<file path="src/rtl/axi_fifo_rr_scheduler_if.sv">
// Handshake/bus bundle between four show-ahead request FIFOs, the scheduler
// and the downstream channel.
interface axi_fifo_rr_scheduler_if #(
  parameter int D_WIDTH = 101
);
  logic [3:0]           i_empty;
  logic [4*D_WIDTH-1:0] i_data;
  logic [3:0]           o_pop;
  logic                 o_valid;
  logic [D_WIDTH-1:0]   o_data;
  logic [1:0]           o_src;
  logic                 i_ready;
  logic                 o_locked;

  modport master (
    input  i_empty, i_data, i_ready,
    output o_pop, o_valid, o_data, o_src, o_locked
  );

  modport slave (
    output i_empty, i_data, i_ready,
    input  o_pop, o_valid, o_data, o_src, o_locked
  );
endinterface

</file>
<file path="src/rtl/axi_fifo_rr_scheduler.sv">
// Round-robin scheduler sharing one output channel between four FIFOs,
// with atomic bursts and a one-entry registered output stage.
module axi_fifo_rr_scheduler #(
  parameter int D_WIDTH  = 101,
  parameter int LAST_BIT = 0
) (
  input  logic                    clk,
  input  logic                    rst_n,
  axi_fifo_rr_scheduler_if.master bus
);

  typedef enum logic {
    IDLE,
    LOCKED
  } state_t;

  state_t             state_q, state_d;
  logic [1:0]         last_grant_q;
  logic               valid_q;
  logic [D_WIDTH-1:0] data_q;
  logic [1:0]         src_q;

  logic [D_WIDTH-1:0] heads [4];
  logic [D_WIDTH-1:0] head;
  logic [1:0]         cand;
  logic [1:0]         scan_idx;
  logic               cand_ok;
  logic               load_en;
  logic [3:0]         pop;

  always_comb begin
    for (int unsigned i = 0; i < 4; i++) begin
      heads[i] = bus.i_data[i*D_WIDTH +: D_WIDTH];
    end
  end

  // While locked only the burst owner may load; an empty owner yields a bubble.
  always_comb begin
    cand_ok  = 1'b0;
    cand     = src_q;
    scan_idx = '0;
    if (state_q == LOCKED) begin
      cand_ok = !bus.i_empty[src_q];
    end else begin
      for (int unsigned i = 1; i <= 4; i++) begin
        scan_idx = last_grant_q + 2'(i);
        if (!cand_ok && !bus.i_empty[scan_idx]) begin
          cand_ok = 1'b1;
          cand    = scan_idx;
        end
      end
    end
  end

  always_comb begin
    head    = heads[cand];
    load_en = (!valid_q || bus.i_ready) && cand_ok;
    pop     = '0;
    if (load_en && rst_n) begin
      pop[cand] = 1'b1;
    end
    state_d = state_q;
    if (load_en) begin
      state_d = head[LAST_BIT] ? IDLE : LOCKED;
    end
  end

  always_ff @(posedge clk or negedge rst_n) begin
    if (!rst_n) begin
      state_q      <= IDLE;
      last_grant_q <= 2'd3;
      valid_q      <= 1'b0;
      data_q       <= '0;
      src_q        <= '0;
    end else begin
      state_q <= state_d;
      if (load_en) begin
        data_q       <= head;
        src_q        <= cand;
        valid_q      <= 1'b1;
        last_grant_q <= cand;
      end else if (bus.i_ready) begin
        valid_q <= 1'b0;
      end
    end
  end

  assign bus.o_pop    = pop;
  assign bus.o_valid  = valid_q;
  assign bus.o_data   = data_q;
  assign bus.o_src    = src_q;
  assign bus.o_locked = (state_q == LOCKED);

endmodule

</file>
<file path="src/flat_wrapper.sv">
// flat-port wrapper written by rule: the top's interface ports become plain ports
module axi_fifo_rr_scheduler_flat 
#(
  parameter int D_WIDTH  = 101,
  parameter int LAST_BIT = 0
)
  (clk, rst_n, bus_i_empty, bus_i_data, bus_i_ready, bus_o_pop, bus_o_valid, bus_o_data, bus_o_src, bus_o_locked);
  axi_fifo_rr_scheduler_if #(.D_WIDTH(D_WIDTH)) bus_i ();
  input  logic clk;
  input  logic rst_n;
  input wire logic [$bits(bus_i.i_empty)-1:0] bus_i_empty;
  input wire logic [$bits(bus_i.i_data)-1:0] bus_i_data;
  input wire logic [$bits(bus_i.i_ready)-1:0] bus_i_ready;
  output wire logic [$bits(bus_i.o_pop)-1:0] bus_o_pop;
  output wire logic [$bits(bus_i.o_valid)-1:0] bus_o_valid;
  output wire logic [$bits(bus_i.o_data)-1:0] bus_o_data;
  output wire logic [$bits(bus_i.o_src)-1:0] bus_o_src;
  output wire logic [$bits(bus_i.o_locked)-1:0] bus_o_locked;
  assign bus_i.i_empty = bus_i_empty;
  assign bus_i.i_data = bus_i_data;
  assign bus_i.i_ready = bus_i_ready;
  assign bus_o_pop = bus_i.o_pop;
  assign bus_o_valid = bus_i.o_valid;
  assign bus_o_data = bus_i.o_data;
  assign bus_o_src = bus_i.o_src;
  assign bus_o_locked = bus_i.o_locked;
  axi_fifo_rr_scheduler #(.D_WIDTH(D_WIDTH), .LAST_BIT(LAST_BIT)) u_core (.clk(clk), .rst_n(rst_n), .bus(bus_i));
endmodule
</file>
<file path="config.mk">
export PLATFORM = sky130hd
export DESIGN_NAME = axi_fifo_rr_scheduler_flat
export DESIGN_NICKNAME = d
export VERILOG_FILES = /design/src/rtl/axi_fifo_rr_scheduler_if.sv /design/src/rtl/axi_fifo_rr_scheduler.sv /design/src/flat_wrapper.sv
export SDC_FILE = /design/constraint.sdc
export NUM_CORES = 1
export LEC_CHECK = 0
export CAP_MARGIN = 10
export CORE_AREA = 10 10 194 196
export CTS_CLUSTER_SIZE = 14
export DETAILED_ROUTE_END_ITERATION = 6
export DIE_AREA = 0 0 204 206
export HOLD_SLACK_MARGIN = 0.12
export PLACE_DENSITY = 0.49
export RECOVER_POWER = 50
export SLEW_MARGIN = 10
export SYNTH_ARGS = -nofsm -noshare
export SYNTH_HDL_FRONTEND = slang
export SYNTH_SLANG_ARGS = --single-unit
</file>
<file path="constraint.sdc">
create_clock -name clk -period 2.9 [get_ports clk]
set_input_delay 0.58 -clock clk [delete_from_list [all_inputs] [get_ports clk]]
set_output_delay 0.58 -clock clk [all_outputs]
set_load 0.05 [all_outputs]
</file>
Word level (Yosys, flattened, before mapping)
Index checks and enable logic that the tools add are counted.
- input port bits: 411
- logic and storage cells: 65
- output and inout port bits: 109
- register bits: 107
- add/sub/neg operators: 3
- bitwise logic cells: 1
- $lt $le $gt $ge: 8
- reductions and logical operators: 16
- multiplexer cells: 32
- operators by type and width (kind ; number):
    $bmux 101 s2 ; 1
    $mux 101 ; 2
    $lt 2x3->1 const B ; 6
    $mux 1 ; 17
    $bmux 1 s2 ; 5
    $mux 2 ; 5
    $logic_not 1->1 ; 8
    $logic_and 1x1->1 ; 6
    $add 2x2->2 const B ; 2
    $mux 4 ; 1
    $ge 3x3->1 const B ; 1
    $not 2->3 ; 1
    $add 2x1->2 const B ; 1
    $demux 1 s2 ; 1
    $ge 2x1->1 const B ; 1
    $reduce_bool 2->1 ; 1
    $logic_or 1x1->1 ; 1

Depth between registers and ports, before layout
- word-level depth: 22
- mapped depth: 10
- depth with buffers taken out: 6

Worst setup path after synthesis
Ideal clock, no wire load.
- path type: input to output
- start: in bus_i_empty[1]
- end: out bus_o_pop[2]
- data arrival time: 2.705 ns
- stages: 10
- required time: 2.320 ns
- slack: -0.385 ns
- cell sequence: buf_4 and3b_1 o21a_1 a221oi_2 o41a_1 buf_4 buf_6 buf_6 nand3_1 nor2b_1
- longest elaborated chain between the ends: 21
- RTL lines (element ; RTL line ; RTL):
    from (decl) ; flat_wrapper.sv:11 ; input wire logic [$bits(bus_i.i_empty)-1:0] bus_i_empty;
    $bmux 1 s2 ; axi_fifo_rr_scheduler.sv:47 ; if (!cand_ok && !bus.i_empty[scan_idx]) begin
    $mux 1 (implied by the code) ; axi_fifo_rr_scheduler.sv:47 ;
    $mux 1 ; axi_fifo_rr_scheduler.sv:47 ;
    $mux 1 ; axi_fifo_rr_scheduler.sv:42 ; if (state_q == LOCKED) begin
    $logic_not 1->1 ; axi_fifo_rr_scheduler.sv:47 ;
    $logic_and 1x1->1 ; axi_fifo_rr_scheduler.sv:47 ;
    $mux 1 ; axi_fifo_rr_scheduler.sv:47 ;
    $mux 1 ; axi_fifo_rr_scheduler.sv:42 ;
    (+5 left out) ; -- ;
    $logic_and 1x1->1 ; axi_fifo_rr_scheduler.sv:47 ;
    $mux 2 ; axi_fifo_rr_scheduler.sv:47 ;
    $mux 2 ; axi_fifo_rr_scheduler.sv:42 ;
    $lt 2x3->1 (implied by the code) / $ge 2x1->1 (equally long branches) ; axi_fifo_rr_scheduler.sv:60 ; pop[cand] = 1'b1;
    $logic_and 1x1->1 (implied by the code) ; axi_fifo_rr_scheduler.sv:60 ;
    $mux 1 (implied by the code) ; axi_fifo_rr_scheduler.sv:60 ;
    $demux 1 s2 ; -- ;
    $mux 4 * ; axi_fifo_rr_scheduler.sv:59 ; if (load_en && rst_n) begin
    to (decl) ; flat_wrapper.sv:14 ; output wire logic [$bits(bus_i.o_pop)-1:0] bus_o_pop;
Every way passes the cells marked *; elsewhere a longest branch is shown, timed or not. The select of a mux whose other input is x is not followed.

Worst setup path after layout
- start: in bus_i_empty[2]
- end: out bus_o_pop[0]
The elaborated chain is that of the path after synthesis.

==> flow_summary.yaml <==
status:
  status: "complete, but fails checks"
  violations: "setup timing"
final_layout:
  drive_above_1_share: 0.0908
  fillers: 3279
  ff_latch_area_um2: 2680
  areaGrowthSynthToFinish_pct: 95.9
  stdcell_count: 1637
  nNetsFinal: 1586
  multi_input_area_um2: 3800
synth:
  synth-simple-area-share: 0.0844
  avgSynthCellArea_um2: 10.7
  synth_warnings: 0
  synthArstFlopShare: 1.00
  ys.flop_type: "dfrtp_1"
  synth_top_family_by_area: "multiplexers"
  synth_area_leaders: "dfrtp_1, mux2i_1, o221ai_1, nand2_1, buf_6"
  synthCells: 641
  syn-num-nets: 1052
  syn_area_um2: 6850
  synthXorXnorAreaFrac: 0
  ys_seq_area_frac: 0.391
  synth-seq-cells: 107
  synth_fa_ha_area_frac: 0
  synth_top_area_frac: 0.384
  synth_compound_area_frac: 0.157
  synth_cell_types: 40
  synth_largest_area_cell: "dfrtp_1"
  muxShareOfSynthArea: 0.302
  synth_edf_count: 0
critical_path:
  crit_path_max_fanout: 3
  crit_path_start: "bus_i_empty[2]"
  crit_arrival_ns: 2.48
  crit_slowest_cell: "o41a_4"
  reg2reg_from: "u_core.last_grant_q[1]$_DFFE_PN1P_"
  worst_ep_required_time_ns: 2.32
  crit_path_end: "bus_o_pop[0]"
  r2r_end: "u_core.bus.o_data[80]$_DFFE_PN0P_"
  crit_path_end_kind: "output port"
  reg2reg_slack_ns: 0.12
  crit_chain: "dlygate4sd2_1 -> buf_6 -> and3b_1 -> a22o_1 -> o41a_4 -> nand3b_1 -> nor2b_4 -> buf_12"
  cp_slowest_stage_delay_ns: 0.51
  r2r_cells: 12
  worstSetupPathType: "input pin to output port"
  critPathLaunchType: "input pin"
sta:
  finalSetupViolations: 4
  fmax_ghz: 0.327
  timing.slew.headroom: 0.595
  layout_min_cycle_time_ns: 3.06
  rsz0062_at_grt: "true"
  slew_violations: 0
  hold_violations: 0
  finalCritPeriodShare: 1.05
  tightest_slew_ns: 0.605
  worst_slack_ns: -0.158
  skew_ns: 0.0122
  setup_tns_ns: -0.580
  hold-worst-slack_ns: 0.145
place:
  portBuffers: 519
  placed_cells: 1607
  dp_slack_ns: -0.458
  gp_congestion: 0.868
  dp_hpwl_um: 31200
routing:
  drc: 0
  drt_first_pass_iters: 4
  vias: 7382
  wirelength_um: 38300
  ant_nets: 0
  via_per_inst: 4.51
  drt_iter0_markers: 257
  wl_per_cell_um: 23.4
die:
  coreArea_um2: 33900
  die-area_um2: 42000
  die_y_um: 206
  io_pins: 520
  rows: 68
  dieWidth_um: 204
  start_util: 0.202
global_routing:
  grt_max_degree: 90
  gr-total-overflow: 0
  grt_util_all_layers: 0.173
  grt_pass1_wl_um: 54400
  grt_antenna_before_repair: 3
  grt_pass1_vias: 8081
power:
  leakagePower_nw: 5.67
  p_per_area_nw_per_um2: 1200
  max-vdd-ir-drop_v: 0.000617
clock_tree:
  cts.sinks: 107
  path_clk_slew_ns: 0.08
  ctsLongestPathBuffers: 2
  hold_buffers: 0
  root_buffer: "clkbuf_16"
  cts_tree: "yes"
  insertion_delay_ns: 0.36
  cts_made_buffers: 9
  cts.htree.levels: 3
hold_path:
  hp-class: "input pin to asynchronous set/reset pin"
job:
  maxCapViolations: 0
sequential cells by signal, indices dropped and copies added, names as in the netlist:
register,flops
u_core.bus.o_locked,1
u_core.bus.o_src,2
u_core.bus.o_valid,1
u_core.bus.o_data,101
u_core.last_grant_q,2
where the power goes:
| part | total, mW | internal [mW] | switching [mW] |
|---|---|---|---|
| logic | 12.0 | 5.07 | 6.92 |
| registers | 2.75 | 2.30 | 0.449 |
| clock network | 1.32 | 0.715 | 0.610 |
| total | 16.1 | 8.09 | 7.97 |
how the worst min path moves through the flow:
stage,startpoint,to,slack (ns),cells past startpoint
finish,rst_n,u_core.bus.o_data[27]$_DFFE_PN0P_,0.15,1
global route,rst_n,u_core.bus.o_data[24]$_DFFE_PN0P_,0.15,1
CTS,rst_n,u_core.bus.o_data[20]$_DFFE_PN0P_,0.14,1
detailed placement,u_core.bus.o_data[69]$_DFFE_PN0P_,u_core.bus.o_data[69]$_DFFE_PN0P_,0.47,2
global placement,u_core.bus.o_data[25]$_DFFE_PN0P_,u_core.bus.o_data[25]$_DFFE_PN0P_,0.47,2
floorplan,rst_n,u_core.bus.o_data[0]$_DFFE_PN0P_,0.28,0
timing repair:
| item | 4_1_cts | 5_1_grt |
|---|---|---|
| resized for setup | 13 | 3 |
| cloned | 0 | 1 |
| endpoints found under the setup margin | 21 | 14 |
| buffers inserted | 9 | 2 |
| pin swaps | 3 | 4 |
layout make-up:
| cell class | instances | share of cell area |
|---|---|---|
| Antenna cell | 3 | 0.000560 |
| Clock buffer | 13 | 0.0194 |
| Clock inverter | 2 | 0.00261 |
| Inverter | 5 | 0.00140 |
| Multi-Input combinational cell | 465 | 0.284 |
| Sequential cell | 107 | 0.200 |
| Tap cell | 455 | 0.0424 |
| Timing Repair Buffer | 587 | 0.450 |
critical path, delay by kind of cell:
| family | cells | cell delay, ns |
|---|---|---|
| AO/OA/AOI/OAI | 2 | 0.74 |
| buffers and inverters | 3 | 0.49 |
| AND/OR/NAND/NOR | 3 | 0.66 |
cell usage after synthesis, drive strengths merged (3+ instances only):
library cell / n
mux2i: 204
nor3b: 3
nand2b: 4
nor2: 4
dfrtp: 105
and3b: 3
nand2: 111
o221ai: 101
nor2b: 3
buf: 39
o21ai: 6
clkbuf: 25
inv: 5
placed cells by master, fill, tap and decap left out, types with 2 or more instances in the layout:
master | netlist | routed
clkdlybuf4s50_1 | 0 | 459
mux2i_1 | 204 | 204
nand2_1 | 111 | 110
dfrtp_1 | 105 | 105
o221ai_1 | 100 | 100
dlygate4sd3_1 | 0 | 51
buf_4 | 4 | 45
buf_12 | 0 | 24
clkbuf_16 | 0 | 10
inv_1 | 5 | 5
o21ai_0 | 5 | 5
diode_2 | 0 | 3
and3b_1 | 3 | 3
nand2b_4 | 1 | 3
nor3b_1 | 3 | 2
o21bai_1 | 2 | 2
a21oi_1 | 2 | 2
nand3b_1 | 2 | 2
nor2_1 | 4 | 2
nor2b_4 | 0 | 2
nor2_4 | 0 | 2
clkbuf_8 | 0 | 2
clkbuf_1 | 25 | 2
dlygate4sd2_1 | 0 | 2
buf_6 | 21 | 2
dfstp_2 | 2 | 2
per-layer routing:
layer / GRT usage / part of all wire
met1: 0.200 / 0.39
met2: 0.314 / 0.54
met3: 0.0466 / 0.060
met4: 0.0365 / 0.012
met5: 0 / 0
kinds of logic (layout without fill, tap and decap cells):
logic type	after synthesis	in the layout
AND/OR/NAND/NOR	135	135
AO/OA/AOI/OAI	125	125
other	0	3
buffers and inverters	69	607
flip-flops	107	107
multiplexers	205	205
per-stage QoR:
step | area [um2] | total power [mW] | utilization
after floorplan | 6910 | 10.5 | -
after global placement | 13000 | 14.8 | 0.382
after detailed placement | 13000 | 14.8 | 0.382
after CTS | 13400 | 16.3 | 0.393
after global routing | 13400 | 17.0 | 0.395
final | 13400 | 16.1 | 0.395
(Power assumes the default switching activity.)
